==> config.mk <==
export PLATFORM = sky130hd
export DESIGN_NAME = fetch_unit
export DESIGN_NICKNAME = d
export VERILOG_FILES = /design/src/rtl/fetch_unit_pkg.sv /design/src/rtl/fetch_unit.sv
export SDC_FILE = /design/constraint.sdc
export NUM_CORES = 1
export LEC_CHECK = 0
export BUFFER_PORTS_ARGS = -buffer_cell sky130_fd_sc_hd__buf_2
export CAP_MARGIN = 20
export CORE_ASPECT_RATIO = 0.8
export CORE_MARGIN = 2
export CORE_UTILIZATION = 52
export CTS_CLUSTER_DIAMETER = 40
export DETAILED_ROUTE_END_ITERATION = 8
export PLACE_DENSITY = 0.88
export SLEW_MARGIN = 10
export SYNTH_ARGS = -nofsm -noshare
export SYNTH_HDL_FRONTEND = slang
export SYNTH_SLANG_ARGS = --single-unit
==> constraint.sdc <==
create_clock -name clk -period 5.1 [get_ports clk]
set_input_delay 0.255 -clock clk [delete_from_list [all_inputs] [get_ports clk]]
set_output_delay 0.255 -clock clk [all_outputs]
set_load 0.1 [all_outputs]
==> src/rtl/fetch_unit_pkg.sv <==
// Shared constants and types for the instruction fetch stage.
// Holds the NOP encoding, default reset PC and fetch state encodings.
package fetch_unit_pkg;

    localparam logic [31:0] NOP_INSN     = 32'h0000_0013;
    localparam logic [31:0] DEF_RESET_PC = 32'h0000_1000;
    localparam logic [31:0] PC_STEP      = 32'd4;
    localparam logic [31:0] PC_ALIGN     = 32'hFFFF_FFFC;

    typedef enum logic [1:0] {
        ST_REQ  = 2'd0,
        ST_WAIT = 2'd1,
        ST_HOLD = 2'd2,
        ST_DROP = 2'd3
    } fetch_state_t;

    // Clear the byte-offset bits of an instruction address.
    function automatic logic [31:0] align_pc(input logic [31:0] a);
        return a & PC_ALIGN;
    endfunction

endpackage

==> src/rtl/fetch_unit.sv <==
// Instruction fetch stage: one outstanding imem read at a time,
// holds the fetched word for decode, discards responses made stale by redirects.
module fetch_unit
    import fetch_unit_pkg::*;
#(
    parameter logic [31:0] RESET_PC = DEF_RESET_PC
) (
    input  logic        clk,
    input  logic        rst_n,
    output logic        imem_req_valid,
    output logic [31:0] imem_req_addr,
    input  logic        imem_req_ready,
    input  logic        imem_rsp_valid,
    input  logic [31:0] imem_rsp_data,
    input  logic        redirect_valid,
    input  logic [31:0] redirect_pc,
    input  logic        stall,
    output logic [31:0] ir,
    output logic [31:0] pc_out,
    output logic        ir_valid
);

    fetch_state_t r_state;
    fetch_state_t w_state_nxt;

    logic [31:0] r_pc;
    logic [31:0] w_pc_nxt;
    logic [31:0] r_ir;
    logic [31:0] w_ir_nxt;
    logic [31:0] r_pc_out;
    logic [31:0] w_pc_out_nxt;
    logic        r_ir_valid;
    logic        w_ir_valid_nxt;

    logic        w_hs;
    logic        w_owed;
    logic [31:0] w_redir_pc;

    assign imem_req_valid = (r_state == ST_REQ);
    assign imem_req_addr  = r_pc;
    assign ir             = r_ir;
    assign pc_out         = r_pc_out;
    assign ir_valid       = r_ir_valid;

    assign w_hs       = imem_req_valid & imem_req_ready;
    assign w_redir_pc = align_pc(redirect_pc);

    // A response is still owed if a request is in flight after this cycle.
    assign w_owed = ((r_state == ST_WAIT) & ~imem_rsp_valid) |
                    ((r_state == ST_REQ)  & w_hs)            |
                    ((r_state == ST_DROP) & ~imem_rsp_valid);

    // Next-state and datapath update; redirect overrides every state.
    always_comb begin
        w_state_nxt    = r_state;
        w_pc_nxt       = r_pc;
        w_ir_nxt       = r_ir;
        w_pc_out_nxt   = r_pc_out;
        w_ir_valid_nxt = r_ir_valid;
        if (redirect_valid) begin
            w_pc_nxt       = w_redir_pc;
            w_ir_valid_nxt = 1'b0;
            w_state_nxt    = w_owed ? ST_DROP : ST_REQ;
        end else begin
            unique case (r_state)
                ST_REQ: begin
                    if (w_hs) begin
                        w_state_nxt = ST_WAIT;
                    end
                end
                ST_WAIT: begin
                    if (imem_rsp_valid) begin
                        w_ir_nxt       = imem_rsp_data;
                        w_pc_out_nxt   = r_pc;
                        w_pc_nxt       = r_pc + PC_STEP;
                        w_ir_valid_nxt = 1'b1;
                        w_state_nxt    = ST_HOLD;
                    end
                end
                ST_HOLD: begin
                    if (!stall) begin
                        w_ir_valid_nxt = 1'b0;
                        w_state_nxt    = ST_REQ;
                    end
                end
                ST_DROP: begin
                    if (imem_rsp_valid) begin
                        w_state_nxt = ST_REQ;
                    end
                end
                default: begin
                    w_state_nxt = ST_REQ;
                end
            endcase
        end
    end

    // State and datapath registers with asynchronous reset.
    always_ff @(posedge clk or negedge rst_n) begin
        if (!rst_n) begin
            r_state    <= ST_REQ;
            r_pc       <= RESET_PC;
            r_ir       <= NOP_INSN;
            r_pc_out   <= 32'h0;
            r_ir_valid <= 1'b0;
        end else begin
            r_state    <= w_state_nxt;
            r_pc       <= w_pc_nxt;
            r_ir       <= w_ir_nxt;
            r_pc_out   <= w_pc_out_nxt;
            r_ir_valid <= w_ir_valid_nxt;
        end
    end

endmodule

==> metrics.cfg, run 1 <==
[outcome]
status=finished clean

[sta]
grt_setup_unrepaired=no
min_period_ns=2.51
finalCritPeriodShare_pct=49.3
hold_violations=0
tns_ns=0
worst_pin_slew_ns=0.966
final-setup-viol-count=0
slew_headroom_pct=35.6
fmax_mhz=398
final_max_slew_viol_count=0
fin_worst_skew_ns=0.00957

[cts]
clock_tree.buffer_depth=2
clkSinkCount=95
cts_tree=done
cts_resized=0
cts_buffers=9
path_clk_slew_ns=0.09
cts_setup_buffers=0
root_buffer=clkbuf_8
insertion_delay_ns=0.35
htree_levels=3

[floorplan]
die_area_um2=8950
row_count=29
die_h_um=85.0
dieWidth_um=105
core_area_um2=7950
floorplan.initialDensity_pct=53.7
io_pins=168

[synthesis]
async_flop_share_pct=100
postSynthCellCount=358
syn_area_um2=4260
synth_edf_count=0
ys_seq_area_share_pct=55.9
ys_ff_latch=95
netlist.area_leader.share_pct=53.4
synth_area_leader_cell=dfrtp_1
synthDistinctLibCells=40
synth-main-ff-cell=dfrtp_1
synth_area_leaders=dfrtp_1 (53%), mux2_2 (16%), a31oi_1 (2.5%)
yosys_warnings=0
syn_area_per_cell_um2=11.9

[final_layout]
synthToLayoutAreaGrowth_pct=24.3
mostFrequentLayoutCells=buf_2 (160), dfrtp_1 (91), mux2_2 (62)
nets=583
drive_gt1_share_pct=48.1
fillers=617
final_common_cell=buf_2
antenna_cells=0

[global_route]
overflow=0
grt_pass1_wl_mm=16.2
grt_pass1_vias=3369
antenna_found_initial=0
grt_max_degree=52
track_usage_pct=22.5

[setup_path]
start_kind=flip-flop
arrival_ns=2.78
cp_max_fo=22
cp.required_ns=5.37
end_kind=flip-flop
path_class=reg2reg

[detailed_routing]
dr.pass1.iters=5
vias_per_cell=5.51
drt-initial-drc-count=144
totalWireLength_mm=9.88
route.detailed.drc=0
vias=3441
ant_nets=0
post_drt_wl_per_cell_um=15.8

[job]
drv_cap=0

[placed_design]
hpwl_mm=7.13
port_buffers=161
gp_congestion=0.782

[min_path]
min_path_type=in2reg

-- critical path, stage by stage (launching register included) --
cell	delay [ns]
dfrtp_1	0.46
and3b_2	0.37
nand4_1	0.68
or4_1	0.74
a31oi_1	0.17
-- what timing repair did --
action | in CTS | in global routing
hold buffers | 1 | 0
endpoints found under the setup margin | 0 | 0
hold endpoints to repair | 41 | 0
-- Yosys cell counts (all sizes together), types with 2 or more instances --
cell and instances:
a22oi 2, a31oi 17, and3 5, and4 4, buf 13, clkbuf 11
dfrtp 91, dfstp 4, inv 6, mux2 62, nand2 20, nand3 12
nand4 9, nor2 22, nor2b 3, nor3 2, nor4 2, o21ai 20
o31ai 12, or3 4, or4 12, or4b 2, xnor2 8, xor2 2
-- per-layer routing --
metal  track usage (%)  routed length (um)  vias up
met3              5.30                 668       10
met2              38.0                4850      145
met4              6.06                  87        0
met1              29.4                4270     1672
met5                 0                   0        -
li1                  -                   -     1614
-- through the flow --
| step | instance area, um^2 | worst slack, ns | hold WS (ns) | instances | utilization [%] |
|---|---|---|---|---|---|
| 3_3_place_gp | 5120 | 2.77 | 0.277 | 608 | 64.4 |
| 2_1_floorplan | 4280 | 2.41 | -0.0406 | 361 | - |
| 6_report | 5300 | 2.59 | 0.108 | 624 | 66.7 |
| 5_1_grt | 5300 | 2.39 | 0.102 | 624 | 66.7 |
| 3_5_place_dp | 5120 | 2.64 | 0.278 | 608 | 64.4 |
| 4_1_cts | 5300 | 2.62 | 0.0943 | 624 | 66.7 |
-- sequential cells by signal, indices dropped and copies added (netlist names) --
register       count
imem_req_addr     30
ir                32
ir_valid           1
pc_out            30
r_state            2
-- worst paths after layout --
kind	startpoint	end	slack [ns]	cells after the start
setup / recovery	r_state[1]	imem_req_addr[31]	2.59	4
hold / removal	redirect_pc[6]	imem_req_addr[6]	0.11	3
setup reg to reg	r_state[1]	imem_req_addr[31]	2.59	4
hold reg to reg	pc_out[17]	pc_out[17]	0.51	1
max in group asynchronous	rst_n	imem_req_addr[11]	3.59	3
min in group asynchronous	rst_n	pc_out[16]	0.42	2
-- cell families (layout without fill, tap and decap cells) --
kind of cell / Yosys count / count (layout) / synth area share [%]
simple gates: 102 / 102 / 13.5
flops: 95 / 95 / 55.9
mux: 63 / 63 / 16.6
compound gates: 56 / 56 / 8.19
buf+inv: 30 / 185 / 3.40
xor+xnor: 10 / 10 / 2.05
fa+ha+maj: 1 / 1 / 0.293
other cells: 1 / 4 / 0.0879
-- final cells by class --
cell class	count	area, um^2	area share [%]
clock buffer	11	141	2.67
multi-input combinational	236	1760	33.1
sequential	95	2380	44.9
inverter	6	22.5	0.425
clock inverter	4	31.3	0.590
timing repair buffer	164	833	15.7
tap	108	135	2.55
Power of run 1 is not shown: default switching activity piles up to over one toggle a cycle in this logic, so the estimate is an artifact.
==> run 2: changes to the inputs <==
--- a/config.mk
+++ b/config.mk
@@ -9,10 +9,10 @@
 export CAP_MARGIN = 20
 export CORE_ASPECT_RATIO = 0.8
 export CORE_MARGIN = 2
-export CORE_UTILIZATION = 52
+export CORE_UTILIZATION = 49
 export CTS_CLUSTER_DIAMETER = 40
 export DETAILED_ROUTE_END_ITERATION = 8
-export PLACE_DENSITY = 0.88
+export PLACE_DENSITY = 0.83
 export SLEW_MARGIN = 10
 export SYNTH_ARGS = -nofsm -noshare
 export SYNTH_HDL_FRONTEND = slang
==> constraint.sdc (replaced) <==
create_clock -name clk -period 2.5 [get_ports clk]
set_input_delay 0.125 -clock clk [delete_from_list [all_inputs] [get_ports clk]]
set_output_delay 0.125 -clock clk [all_outputs]
set_load 0.1 [all_outputs]
==> run 2 against run 1 <==
Design area up 8.6%. Utilization up 1.2 points. Maximum frequency up 18%. Flip-flop and latch count unchanged. Hold slack worse by 0.088 ns. First-iteration DRC count down 54%. Sequential share of layout area down 3.5 points. Clock skew about the same. Register-to-register slack worse by 2.2 ns. Via count up 3.1%. Critical path depth up 1.
==> metrics.cfg, run 2 (synthesized netlist as in run 1, its figures left out) <==
[sta]
final_max_slew_viol_count=0  ; unchanged
worst_pin_slew_ns=0.603  ; -0.363 ns
fin_worst_skew_ns=0.00983  ; +0.000265 ns
grt_setup_unrepaired=no
hold_violations=0  ; unchanged
min_period_ns=2.12  ; -0.388 ns
fmax_mhz=471  ; +18%
final-setup-viol-count=0  ; unchanged
slew_headroom_pct=59.8  ; +24 points
finalCritPeriodShare_pct=85.0  ; +36 points
tns_ns=0  ; unchanged

[global_route]
grt_pass1_vias=3555  ; +5.5%
overflow=0  ; unchanged
track_usage_pct=23.1  ; +0.62 points
antenna_found_initial=0  ; unchanged
grt_max_degree=56  ; +7.7%
grt_pass1_wl_mm=17.2  ; +6.3%

[setup_path]
critical_path.top_delay_family=simple AND/OR/NAND/NOR gates
cp_max_fo=15  ; -32%
start_kind=flip-flop
arrival_ns=2.39  ; -0.39 ns
cp.required_ns=2.76  ; -2.61 ns
end_kind=flip-flop
cp_num_buf_inv=0  ; unchanged
critPathSlowestCell=or4_1
max_stage_delay_ns=0.52  ; -0.22 ns
path_class=reg2reg
crit_chain=ha_1 > nand3_1 > or3_4 > or4_1 > a31oi_1

[floorplan]
row_count=30  ; +3.4%
die_h_um=87.4  ; +2.9%
dieWidth_um=108  ; +2.9%
die_area_um2=9470  ; +5.9%
core_area_um2=8480  ; +6.8%
io_pins=168  ; unchanged
floorplan.initialDensity_pct=50.3  ; -3.4 points

[detailed_routing]
post_drt_wl_per_cell_um=15.9  ; +0.44%
route.detailed.drc=0  ; unchanged
ant_nets=0  ; unchanged
dr.pass1.iters=5  ; unchanged
vias=3547  ; +3.1%
drt-initial-drc-count=66  ; -54%
totalWireLength_mm=10.7  ; +8.0%
vias_per_cell=5.29  ; -4.1%

[cts]
cts_tree=done
cts_setup_buffers=0  ; unchanged
cts_buffers=9  ; unchanged
root_buffer=clkbuf_8
htree_levels=3  ; unchanged
clkSinkCount=95  ; unchanged
clock_tree.buffer_depth=2  ; unchanged
insertion_delay_ns=0.35  ; about the same
path_clk_slew_ns=0.09  ; about the same

[final_layout]
largest_reg_flops=32  ; unchanged
final_common_cell=buf_2
synthToLayoutAreaGrowth_pct=35.0
antenna_cells=0  ; unchanged
mostFrequentLayoutCells=buf_2 (160), dfrtp_1 (87), mux2_2 (62)
nets=625  ; +7.2%
drive_gt1_share_pct=46.0  ; -2.1 points

[placed_design]
hpwl_mm=7.06  ; -1.0%
gp_congestion=0.796  ; +1.8%
port_buffers=161  ; unchanged

[outcome]
status=finished clean

[min_path]
min_path_type=in2reg

[job]
drv_cap=0  ; unchanged

[run 2: routing by layer]
metal	wire length (um)	vias up	track usage [%]
li1	-	1697	-
met1	4470	1715	28.6
met2	5370	125	40.8
met3	724	10	5.98
met4	101	0	5.48
met5	0	-	0
[run 2: metrics by stage]
step	instance area, um^2	hold slack (ns)	utilization (%)	std cells	setup WS, ns
floorplan	4280	-0.171	-	361	0.0556
global placement	5170	0.134	61.0	616	0.466
detailed placement	5170	0.141	61.0	616	0.368
CTS	5750	0.00390	67.8	670	0.364
global route	5760	0.0000411	67.9	671	0.225
finish	5760	0.0208	67.9	671	0.375
[run 2: area by class of cell]
| class | count | area, um^2 |
|---|---|---|
| inverter | 6 | 22.5 |
| fill | 624 | 2730 |
| clock inverter | 6 | 68.8 |
| multi-input combinational | 236 | 1760 |
| clock buffer | 10 | 128 |
| timing repair buffer | 206 | 1260 |
| sequential | 95 | 2390 |
| tap | 112 | 140 |
[run 2: path summary, 6_finish.rpt]
path | to | start | cells after the start | slack, ns
worst max-delay path | imem_req_addr[18] | imem_req_addr[2] | 5 | 0.38
worst min-delay path | ir[28] | imem_rsp_data[28] | 2 | 0.02
worst max register to register | imem_req_addr[18] | imem_req_addr[2] | 5 | 0.38
worst min register to register | pc_out[27] | pc_out[27] | 1 | 0.51
max in group asynchronous | imem_req_addr[12] | rst_n | 3 | 1.48
min in group asynchronous | pc_out[15] | rst_n | 2 | 0.28
[run 2: timing repair]
item / CTS / global route
hold buffers: 38 / 1
endpoints found under the hold margin: 75 / 1
gates resized for setup: 0 / 0
[run 2: worst reg2reg max path, delay by kind of cell (launching register included)]
| kind | cells | cell delay (ns) |
|---|---|---|
| and+or+nand+nor | 3 | 1.22 |
| DFF | 1 | 0.44 |
| adders and majority gates | 1 | 0.20 |
| AOI/OAI and AO/OA | 1 | 0.19 |
Power of run 2 is left out for the same reason.
